===== src/rtl/mult_pipe_if.sv =====
// Issue/stall inputs and per-stage bypass outputs of the five-stage multiplier.
// master = core issue logic and bypass controller, slave = mult_pipe.
interface mult_pipe_if;
   logic        issue_valid_i;
   logic [1:0]  issue_op_i;
   logic [31:0] issue_rs1_i;
   logic [31:0] issue_rs2_i;
   logic [4:0]  issue_rd_i;
   logic        stall_i;

   logic [4:0]  mult1_addr_o;
   logic [4:0]  mult2_addr_o;
   logic [4:0]  mult3_addr_o;
   logic [4:0]  mult4_addr_o;
   logic [4:0]  mult5_addr_o;
   logic        mult1_wr_en_o;
   logic        mult2_wr_en_o;
   logic        mult3_wr_en_o;
   logic        mult4_wr_en_o;
   logic        mult5_wr_en_o;
   logic [31:0] mult5_data_o;
   logic        busy_o;

   modport master (
      output issue_valid_i, issue_op_i, issue_rs1_i, issue_rs2_i, issue_rd_i, stall_i,
      input  mult1_addr_o, mult2_addr_o, mult3_addr_o, mult4_addr_o, mult5_addr_o,
      input  mult1_wr_en_o, mult2_wr_en_o, mult3_wr_en_o, mult4_wr_en_o, mult5_wr_en_o,
      input  mult5_data_o, busy_o
   );

   modport slave (
      input  issue_valid_i, issue_op_i, issue_rs1_i, issue_rs2_i, issue_rd_i, stall_i,
      output mult1_addr_o, mult2_addr_o, mult3_addr_o, mult4_addr_o, mult5_addr_o,
      output mult1_wr_en_o, mult2_wr_en_o, mult3_wr_en_o, mult4_wr_en_o, mult5_wr_en_o,
      output mult5_data_o, busy_o
   );
endinterface


===== src/rtl/mult_pipe.sv =====
// Five-stage RV32M multiplier: 33x11 slice products accumulate over M1..M4,
// M5 registers the selected 32-bit result for write-back.
module mult_pipe (
   input  logic       clk_i,
   input  logic       rst_i,
   mult_pipe_if.slave bus
);
   typedef enum logic [1:0] {
      OP_MUL    = 2'b00,
      OP_MULH   = 2'b01,
      OP_MULHSU = 2'b10,
      OP_MULHU  = 2'b11
   } op_e;

   // Each stage keeps only the slices of b that later stages still consume.
   typedef struct packed {
      logic        valid;
      op_e         op;
      logic [4:0]  rd;
      logic [32:0] a;
      logic [32:0] b;
      logic [65:0] acc;
   } m1_t;

   typedef struct packed {
      logic        valid;
      op_e         op;
      logic [4:0]  rd;
      logic [32:0] a;
      logic [21:0] b_hi;    // b[32:11]
      logic [65:0] acc;
   } m2_t;

   typedef struct packed {
      logic        valid;
      op_e         op;
      logic [4:0]  rd;
      logic [32:0] a;
      logic [10:0] b_top;   // b[32:22], carries the sign
      logic [65:0] acc;
   } m3_t;

   typedef struct packed {
      logic        valid;
      op_e         op;
      logic [4:0]  rd;
      logic [63:0] acc;
   } m4_t;

   m1_t m1, m1_nxt;
   m2_t m2, m2_nxt;
   m3_t m3, m3_nxt;
   m4_t m4, m4_nxt;
   logic        m5_valid, m5_valid_nxt;
   logic [4:0]  m5_rd, m5_rd_nxt;
   logic [31:0] m5_data, m5_data_nxt;

   logic [65:0] prod1, prod2, prod3;
   logic [65:0] acc3_full;

   // NOTE: every variable written here gets a default first, so no path leaves it unassigned and no latch is inferred.
   always_comb begin
      m1_nxt       = '0;
      m2_nxt       = '0;
      m3_nxt       = '0;
      m4_nxt       = '0;
      m5_valid_nxt = 1'b0;
      m5_rd_nxt    = '0;
      m5_data_nxt  = '0;
      prod1        = '0;
      prod2        = '0;
      prod3        = '0;
      acc3_full    = '0;

      m1_nxt.valid = bus.issue_valid_i;
      m1_nxt.op    = op_e'(bus.issue_op_i);
      m1_nxt.rd    = bus.issue_rd_i;
      m1_nxt.a     = {(m1_nxt.op == OP_MULH || m1_nxt.op == OP_MULHSU) & bus.issue_rs1_i[31],
                      bus.issue_rs1_i};
      m1_nxt.b     = {(m1_nxt.op == OP_MULH) & bus.issue_rs2_i[31], bus.issue_rs2_i};

      // Modulo-2^66 products of the sign-extended a with each b slice.
      prod1 = {{33{m1.a[32]}}, m1.a} * {55'd0, m1.b[10:0]};
      m2_nxt.valid = m1.valid;
      m2_nxt.op    = m1.op;
      m2_nxt.rd    = m1.rd;
      m2_nxt.a     = m1.a;
      m2_nxt.b_hi  = m1.b[32:11];
      m2_nxt.acc   = m1.acc + prod1;

      prod2 = {{33{m2.a[32]}}, m2.a} * {55'd0, m2.b_hi[10:0]};
      m3_nxt.valid = m2.valid;
      m3_nxt.op    = m2.op;
      m3_nxt.rd    = m2.rd;
      m3_nxt.a     = m2.a;
      m3_nxt.b_top = m2.b_hi[21:11];
      m3_nxt.acc   = m2.acc + (prod2 << 11);

      prod3 = {{33{m3.a[32]}}, m3.a} * {{55{m3.b_top[10]}}, m3.b_top};
      acc3_full    = m3.acc + (prod3 << 22);
      m4_nxt.valid = m3.valid;
      m4_nxt.op    = m3.op;
      m4_nxt.rd    = m3.rd;
      m4_nxt.acc   = acc3_full[63:0];

      m5_valid_nxt = m4.valid;
      m5_rd_nxt    = m4.rd;
      m5_data_nxt  = (m4.op == OP_MUL) ? m4.acc[31:0] : m4.acc[63:32];
   end

   // NOTE: state registers use non-blocking assignments so all stages shift on the same edge.
   always_ff @(posedge clk_i or posedge rst_i) begin
      if (rst_i) begin
         m1       <= '0;
         m2       <= '0;
         m3       <= '0;
         m4       <= '0;
         m5_valid <= 1'b0;
         m5_rd    <= '0;
         m5_data  <= '0;
      end else if (!bus.stall_i) begin
         m1       <= m1_nxt;
         m2       <= m2_nxt;
         m3       <= m3_nxt;
         m4       <= m4_nxt;
         m5_valid <= m5_valid_nxt;
         m5_rd    <= m5_rd_nxt;
         m5_data  <= m5_data_nxt;
      end
   end

   assign bus.mult1_addr_o  = m1.rd;
   assign bus.mult2_addr_o  = m2.rd;
   assign bus.mult3_addr_o  = m3.rd;
   assign bus.mult4_addr_o  = m4.rd;
   assign bus.mult5_addr_o  = m5_rd;
   assign bus.mult1_wr_en_o = m1.valid && (m1.rd != 5'd0);
   assign bus.mult2_wr_en_o = m2.valid && (m2.rd != 5'd0);
   assign bus.mult3_wr_en_o = m3.valid && (m3.rd != 5'd0);
   assign bus.mult4_wr_en_o = m4.valid && (m4.rd != 5'd0);
   assign bus.mult5_wr_en_o = m5_valid && (m5_rd != 5'd0);
   assign bus.mult5_data_o  = m5_data;
   assign bus.busy_o        = m1.valid | m2.valid | m3.valid | m4.valid | m5_valid;
endmodule


===== src/flat_wrapper.sv =====
// flat-port wrapper written by rule: the top's interface ports become plain ports
module mult_pipe_flat 
  (clk_i, rst_i, bus_issue_valid_i, bus_issue_op_i, bus_issue_rs1_i, bus_issue_rs2_i, bus_issue_rd_i, bus_stall_i, bus_mult1_addr_o, bus_mult2_addr_o, bus_mult3_addr_o, bus_mult4_addr_o, bus_mult5_addr_o, bus_mult1_wr_en_o, bus_mult2_wr_en_o, bus_mult3_wr_en_o, bus_mult4_wr_en_o, bus_mult5_wr_en_o, bus_mult5_data_o, bus_busy_o);
  mult_pipe_if bus_i ();
  input  logic clk_i;
  input  logic rst_i;
  input wire logic [$bits(bus_i.issue_valid_i)-1:0] bus_issue_valid_i;
  input wire logic [$bits(bus_i.issue_op_i)-1:0] bus_issue_op_i;
  input wire logic [$bits(bus_i.issue_rs1_i)-1:0] bus_issue_rs1_i;
  input wire logic [$bits(bus_i.issue_rs2_i)-1:0] bus_issue_rs2_i;
  input wire logic [$bits(bus_i.issue_rd_i)-1:0] bus_issue_rd_i;
  input wire logic [$bits(bus_i.stall_i)-1:0] bus_stall_i;
  output wire logic [$bits(bus_i.mult1_addr_o)-1:0] bus_mult1_addr_o;
  output wire logic [$bits(bus_i.mult2_addr_o)-1:0] bus_mult2_addr_o;
  output wire logic [$bits(bus_i.mult3_addr_o)-1:0] bus_mult3_addr_o;
  output wire logic [$bits(bus_i.mult4_addr_o)-1:0] bus_mult4_addr_o;
  output wire logic [$bits(bus_i.mult5_addr_o)-1:0] bus_mult5_addr_o;
  output wire logic [$bits(bus_i.mult1_wr_en_o)-1:0] bus_mult1_wr_en_o;
  output wire logic [$bits(bus_i.mult2_wr_en_o)-1:0] bus_mult2_wr_en_o;
  output wire logic [$bits(bus_i.mult3_wr_en_o)-1:0] bus_mult3_wr_en_o;
  output wire logic [$bits(bus_i.mult4_wr_en_o)-1:0] bus_mult4_wr_en_o;
  output wire logic [$bits(bus_i.mult5_wr_en_o)-1:0] bus_mult5_wr_en_o;
  output wire logic [$bits(bus_i.mult5_data_o)-1:0] bus_mult5_data_o;
  output wire logic [$bits(bus_i.busy_o)-1:0] bus_busy_o;
  assign bus_i.issue_valid_i = bus_issue_valid_i;
  assign bus_i.issue_op_i = bus_issue_op_i;
  assign bus_i.issue_rs1_i = bus_issue_rs1_i;
  assign bus_i.issue_rs2_i = bus_issue_rs2_i;
  assign bus_i.issue_rd_i = bus_issue_rd_i;
  assign bus_i.stall_i = bus_stall_i;
  assign bus_mult1_addr_o = bus_i.mult1_addr_o;
  assign bus_mult2_addr_o = bus_i.mult2_addr_o;
  assign bus_mult3_addr_o = bus_i.mult3_addr_o;
  assign bus_mult4_addr_o = bus_i.mult4_addr_o;
  assign bus_mult5_addr_o = bus_i.mult5_addr_o;
  assign bus_mult1_wr_en_o = bus_i.mult1_wr_en_o;
  assign bus_mult2_wr_en_o = bus_i.mult2_wr_en_o;
  assign bus_mult3_wr_en_o = bus_i.mult3_wr_en_o;
  assign bus_mult4_wr_en_o = bus_i.mult4_wr_en_o;
  assign bus_mult5_wr_en_o = bus_i.mult5_wr_en_o;
  assign bus_mult5_data_o = bus_i.mult5_data_o;
  assign bus_busy_o = bus_i.busy_o;
  mult_pipe u_core (.clk_i(clk_i), .rst_i(rst_i), .bus(bus_i));
endmodule

===== config.mk =====
export PLATFORM = sky130hd
export DESIGN_NAME = mult_pipe_flat
export DESIGN_NICKNAME = d
export VERILOG_FILES = /design/src/rtl/mult_pipe_if.sv /design/src/rtl/mult_pipe.sv /design/src/flat_wrapper.sv
export SDC_FILE = /design/constraint.sdc
export NUM_CORES = 2
export LEC_CHECK = 0
export ABC_AREA = 1
export BUFFER_PORTS_ARGS = -buffer_cell sky130_fd_sc_hd__buf_2
export CORE_MARGIN = 2
export CORE_UTILIZATION = 60
export CTS_BUF_LIST = sky130_fd_sc_hd__clkbuf_8
export DETAILED_ROUTE_END_ITERATION = 12
export PLACE_DENSITY = 0.8
export SLEW_MARGIN = 30
export SYNTH_ARGS = -nofsm -noshare
export SYNTH_HDL_FRONTEND = slang
export SYNTH_SLANG_ARGS = --single-unit

===== constraint.sdc =====
create_clock -name clk_i -period 12.9 [get_ports clk_i]
set_input_delay 2.58 -clock clk_i [delete_from_list [all_inputs] [get_ports clk_i]]
set_output_delay 2.58 -clock clk_i [all_outputs]
set_load 0.01 [all_outputs]

==> results.sh <==
export IMPL_final_layout_size_suffix_gt1_share_pct=5.07
export IMPL_final_core_util_pct=63.2
export IMPL_avgViaCountPerCell=5.61
export IMPL_io_pins=138
export IMPL_maxCapViolCount=0
export IMPL_cpPeakStageDelay_ns=0.80
export IMPL_cpMaxStageDelayCell="dfrtp_1"
export IMPL_placed_cell_area_um2=62700
export IMPL_ant_nets=0
export IMPL_fin_crit_ns=7.84
export IMPL_cts_hold_buf=0
export IMPL_drt_iter0_drc=5142
export IMPL_cts_root_buffer="clkbuf_8"
export IMPL_worst_hold_path_type="reg2reg"
export IMPL_nets=9635
export IMPL_syn_area_um2=61400
export IMPL_regArea_um2=10000
export IMPL_tns_ns=0
export IMPL_fin_area_um2=64300
export IMPL_synth_cell_type_count=58
export IMPL_syn_inst=8351
export IMPL_dieArea_um2=105000
export IMPL_area_growth_pct=4.64
export IMPL_synth_edf_count=0
export IMPL_busiest_layer="met2"
export IMPL_routed_wl_um=200000
export IMPL_grt_pass1_wl_um=312000
export IMPL_synth_top_area_share_pct=30.5
export IMPL_post_route_period_util_pct=60.8
export IMPL_synth_ff_type="dfrtp_1"
export IMPL_use_met1_pct=49.6
export IMPL_ys_seq_area_share_pct=16.3
export IMPL_cts_sinks=401
export IMPL_yosys_warnings=0
export IMPL_overflow=0
export IMPL_rows=117
export IMPL_die_w_um=324
export IMPL_synth_seq_cells=401
export IMPL_setup_viol=0
export IMPL_cts_tree="done"
export IMPL_fill_cells=9205
export IMPL_slew_viol_final=0
export IMPL_core_um2=102000
export IMPL_crit_fanout=19
export IMPL_synthTopCellsByArea="fa_1 30%, dfrtp_1 16%, nand2_1 15%, inv_1 12%, ha_1 7.6%"
export IMPL_post_cts_buffers=0
export IMPL_dp_cells=9545
export IMPL_status="completed"
export IMPL_synth_nets=9735
export IMPL_clock_path_buffers=3
export IMPL_die_h_um=324
export IMPL_max_slew_margin_rel_pct=32.3
export IMPL_clock_latency_ns=0.75
export IMPL_crit_top_cell="nand2_1"
export IMPL_synthArstFlopShare_pct=100
export IMPL_stdcell_count=9668
export IMPL_clk_pin_slew_worst_paths_ns=0.07
export IMPL_gp_congestion=1.05
export IMPL_fmax_ghz=0.128
export IMPL_final_hold_viol_count=0
export IMPL_skew_ns=0.0614
export IMPL_required_ns=13.52
export IMPL_worstPathArrival_ns=8.46
export IMPL_grt_antenna_before_repair=6
export IMPL_route_detailed_drc=0
export IMPL_cts_buffers=71
export IMPL_rsz0062_at_grt="no"
export IMPL_ctsResizeCount=0
export IMPL_htree_levels=3
export IMPL_synth_avg_cell_area_um2=7.35
export IMPL_vias=54200
export IMPL_grt_total_usage_pct=39.2
export IMPL_grt_max_degree=137
export IMPL_use_met3_pct=5.99
export IMPL_multi_input_area_um2=42300
export IMPL_grt_pass1_vias=56000
export IMPL_portBuffers=137
export IMPL_cp_end_kind="flip-flop"
export IMPL_worstMarginPinSlew_ns=1.02
export IMPL_wire_per_inst_um=20.6
export IMPL_initial_utilization_pct=60.4
export IMPL_crit_path_start_kind="flip-flop"
export IMPL_drt_first_pass_iters=7
export IMPL_yosysTopAreaCell="fa_1"
export IMPL_path_class="reg2reg"
export IMPL_globalRouteMet2Util_pct=63.4
export IMPL_hpwl_um=160000
[state kept, by name, indices dropped and copies added (netlist names)]
signal	cells
u_core.bus.mult1_addr_o	5
u_core.bus.mult2_addr_o	5
u_core.bus.mult3_addr_o	5
u_core.bus.mult4_addr_o	5
u_core.bus.mult5_addr_o	5
u_core.bus.mult5_data_o	32
u_core.m1	69
u_core.m2	103
u_core.m3	104
u_core.m4	66
u_core.m5_valid	1
u_core.m5_valid_nxt	1
[path summary, 6_finish.rpt]
| path | startpoint | endpoint | slack (ns) | depth (start not counted) |
|---|---|---|---|---|
| max | u_core.m3[70] | u_core.m4[59] | 5.06 | 28 |
| min | u_core.m1[89] | u_core.m2[78] | 0.47 | 2 |
| max reg2reg | u_core.m3[70] | u_core.m4[59] | 5.06 | 28 |
| min reg2reg | u_core.m1[89] | u_core.m2[78] | 0.47 | 2 |
| max in group asynchronous | rst_i | u_core.bus.mult5_data_o[25] | 9.09 | 5 |
| min in group asynchronous | rst_i | u_core.m3[68] | 1.94 | 3 |
[through the flow]
stage	hold WS [ns]	setup slack (ns)
2_1_floorplan	0.442	4.92
3_3_place_gp	0.451	4.90
3_5_place_dp	0.460	5.16
4_1_cts	0.462	5.13
5_1_grt	0.492	4.66
6_report	0.471	5.06
[critical path, delay by kind of cell, from the launching register on]
family	cells	cell delay, ns
and+or+nand+nor	10	1.49
DFF	1	0.80
xor gates and xnor gates	1	0.19
AOI/OAI and AO/OA	5	1.22
adders and majority gates	7	3.32
buffers and inverters	5	0.70
[synthesized netlist by cell type (6+ instances only)]
| cell | number |
|---|---|
| a21boi_0 | 9 |
| a21o_1 | 19 |
| a21oi_1 | 310 |
| a21oi_2 | 9 |
| a31oi_1 | 31 |
| buf_1 | 37 |
| buf_2 | 17 |
| buf_4 | 21 |
| clkbuf_1 | 269 |
| dfrtp_1 | 401 |
| fa_1 | 935 |
| ha_1 | 374 |
| inv_1 | 2009 |
| inv_2 | 17 |
| nand2_1 | 2443 |
| nand2_2 | 15 |
| nand3_1 | 269 |
| nand3b_1 | 11 |
| nand4_1 | 55 |
| nor2_1 | 442 |
| nor2_2 | 10 |
| nor3_1 | 32 |
| nor3_2 | 14 |
| nor4_1 | 6 |
| o21ai_0 | 329 |
| o21ai_1 | 16 |
| o21ai_2 | 15 |
| o21bai_1 | 38 |
| o31ai_1 | 9 |
| or2_1 | 10 |
| or2_2 | 21 |
| xnor2_1 | 27 |
| xor2_1 | 63 |
[cells by family (layout without fill, tap and decap cells)]
kind of cell | Yosys count | after routing | synth area share (%)
simple gates | 3356 | 3356 | 22.1
buf+inv | 2375 | 2322 | 14.7
fa+ha+maj | 1309 | 1309 | 38.1
compound gates | 819 | 819 | 7.47
xor+xnor | 91 | 91 | 1.31
flops | 401 | 401 | 16.3
other cells | 0 | 2 | 0
[per-layer routing]
metal	wire, µm	up-vias	share of wire, %
met3	17200	670	8.6
met5	43	-	0.022
met1	75900	26500	38
li1	-	24400	-
met2	92100	2659	46
met4	14500	8	7.3
[cells in the final DEF, fill, tap and decap left out, types with 5 or more instances in the layout]
cell and count:
nand2_1 2443, inv_1 2026, fa_1 935, nor2_1 441, dfrtp_1 389, ha_1 374, o21ai_0 329, a21oi_1 310
nand3_1 269, buf_2 136, clkbuf_8 83, xor2_1 63, nand4_1 55, o21bai_1 38, nor3_1 32, a31oi_1 31
buf_4 31, xnor2_1 27, or2_2 21, a21o_1 19, inv_2 18, o21ai_1 16, nand2_2 15, o21ai_2 15
nor3_2 14, dfrtp_2 12, nand3b_1 11, nor2_2 11, or2_1 10, a21oi_2 9, o31ai_1 9, a21boi_0 9
nor4_1 6, bufinv_16 6, or2_0 5, o21a_1 5, and3_1 5, nand3_2 5, clkinv_2 5
[area by class of cell]
class	instances	area share, %
diodes	2	0.00779
clock inverters	37	0.569
inverters	2029	11.9
flip-flops and latches	401	15.6
clock buffers	83	1.78
multi-input cells	5575	65.9
well taps	1368	2.66
repair buffers	173	1.57
Power is left out: the tool's default activity adds up to more than one toggle a clock period on the data nets, which glitch-free logic cannot reach.
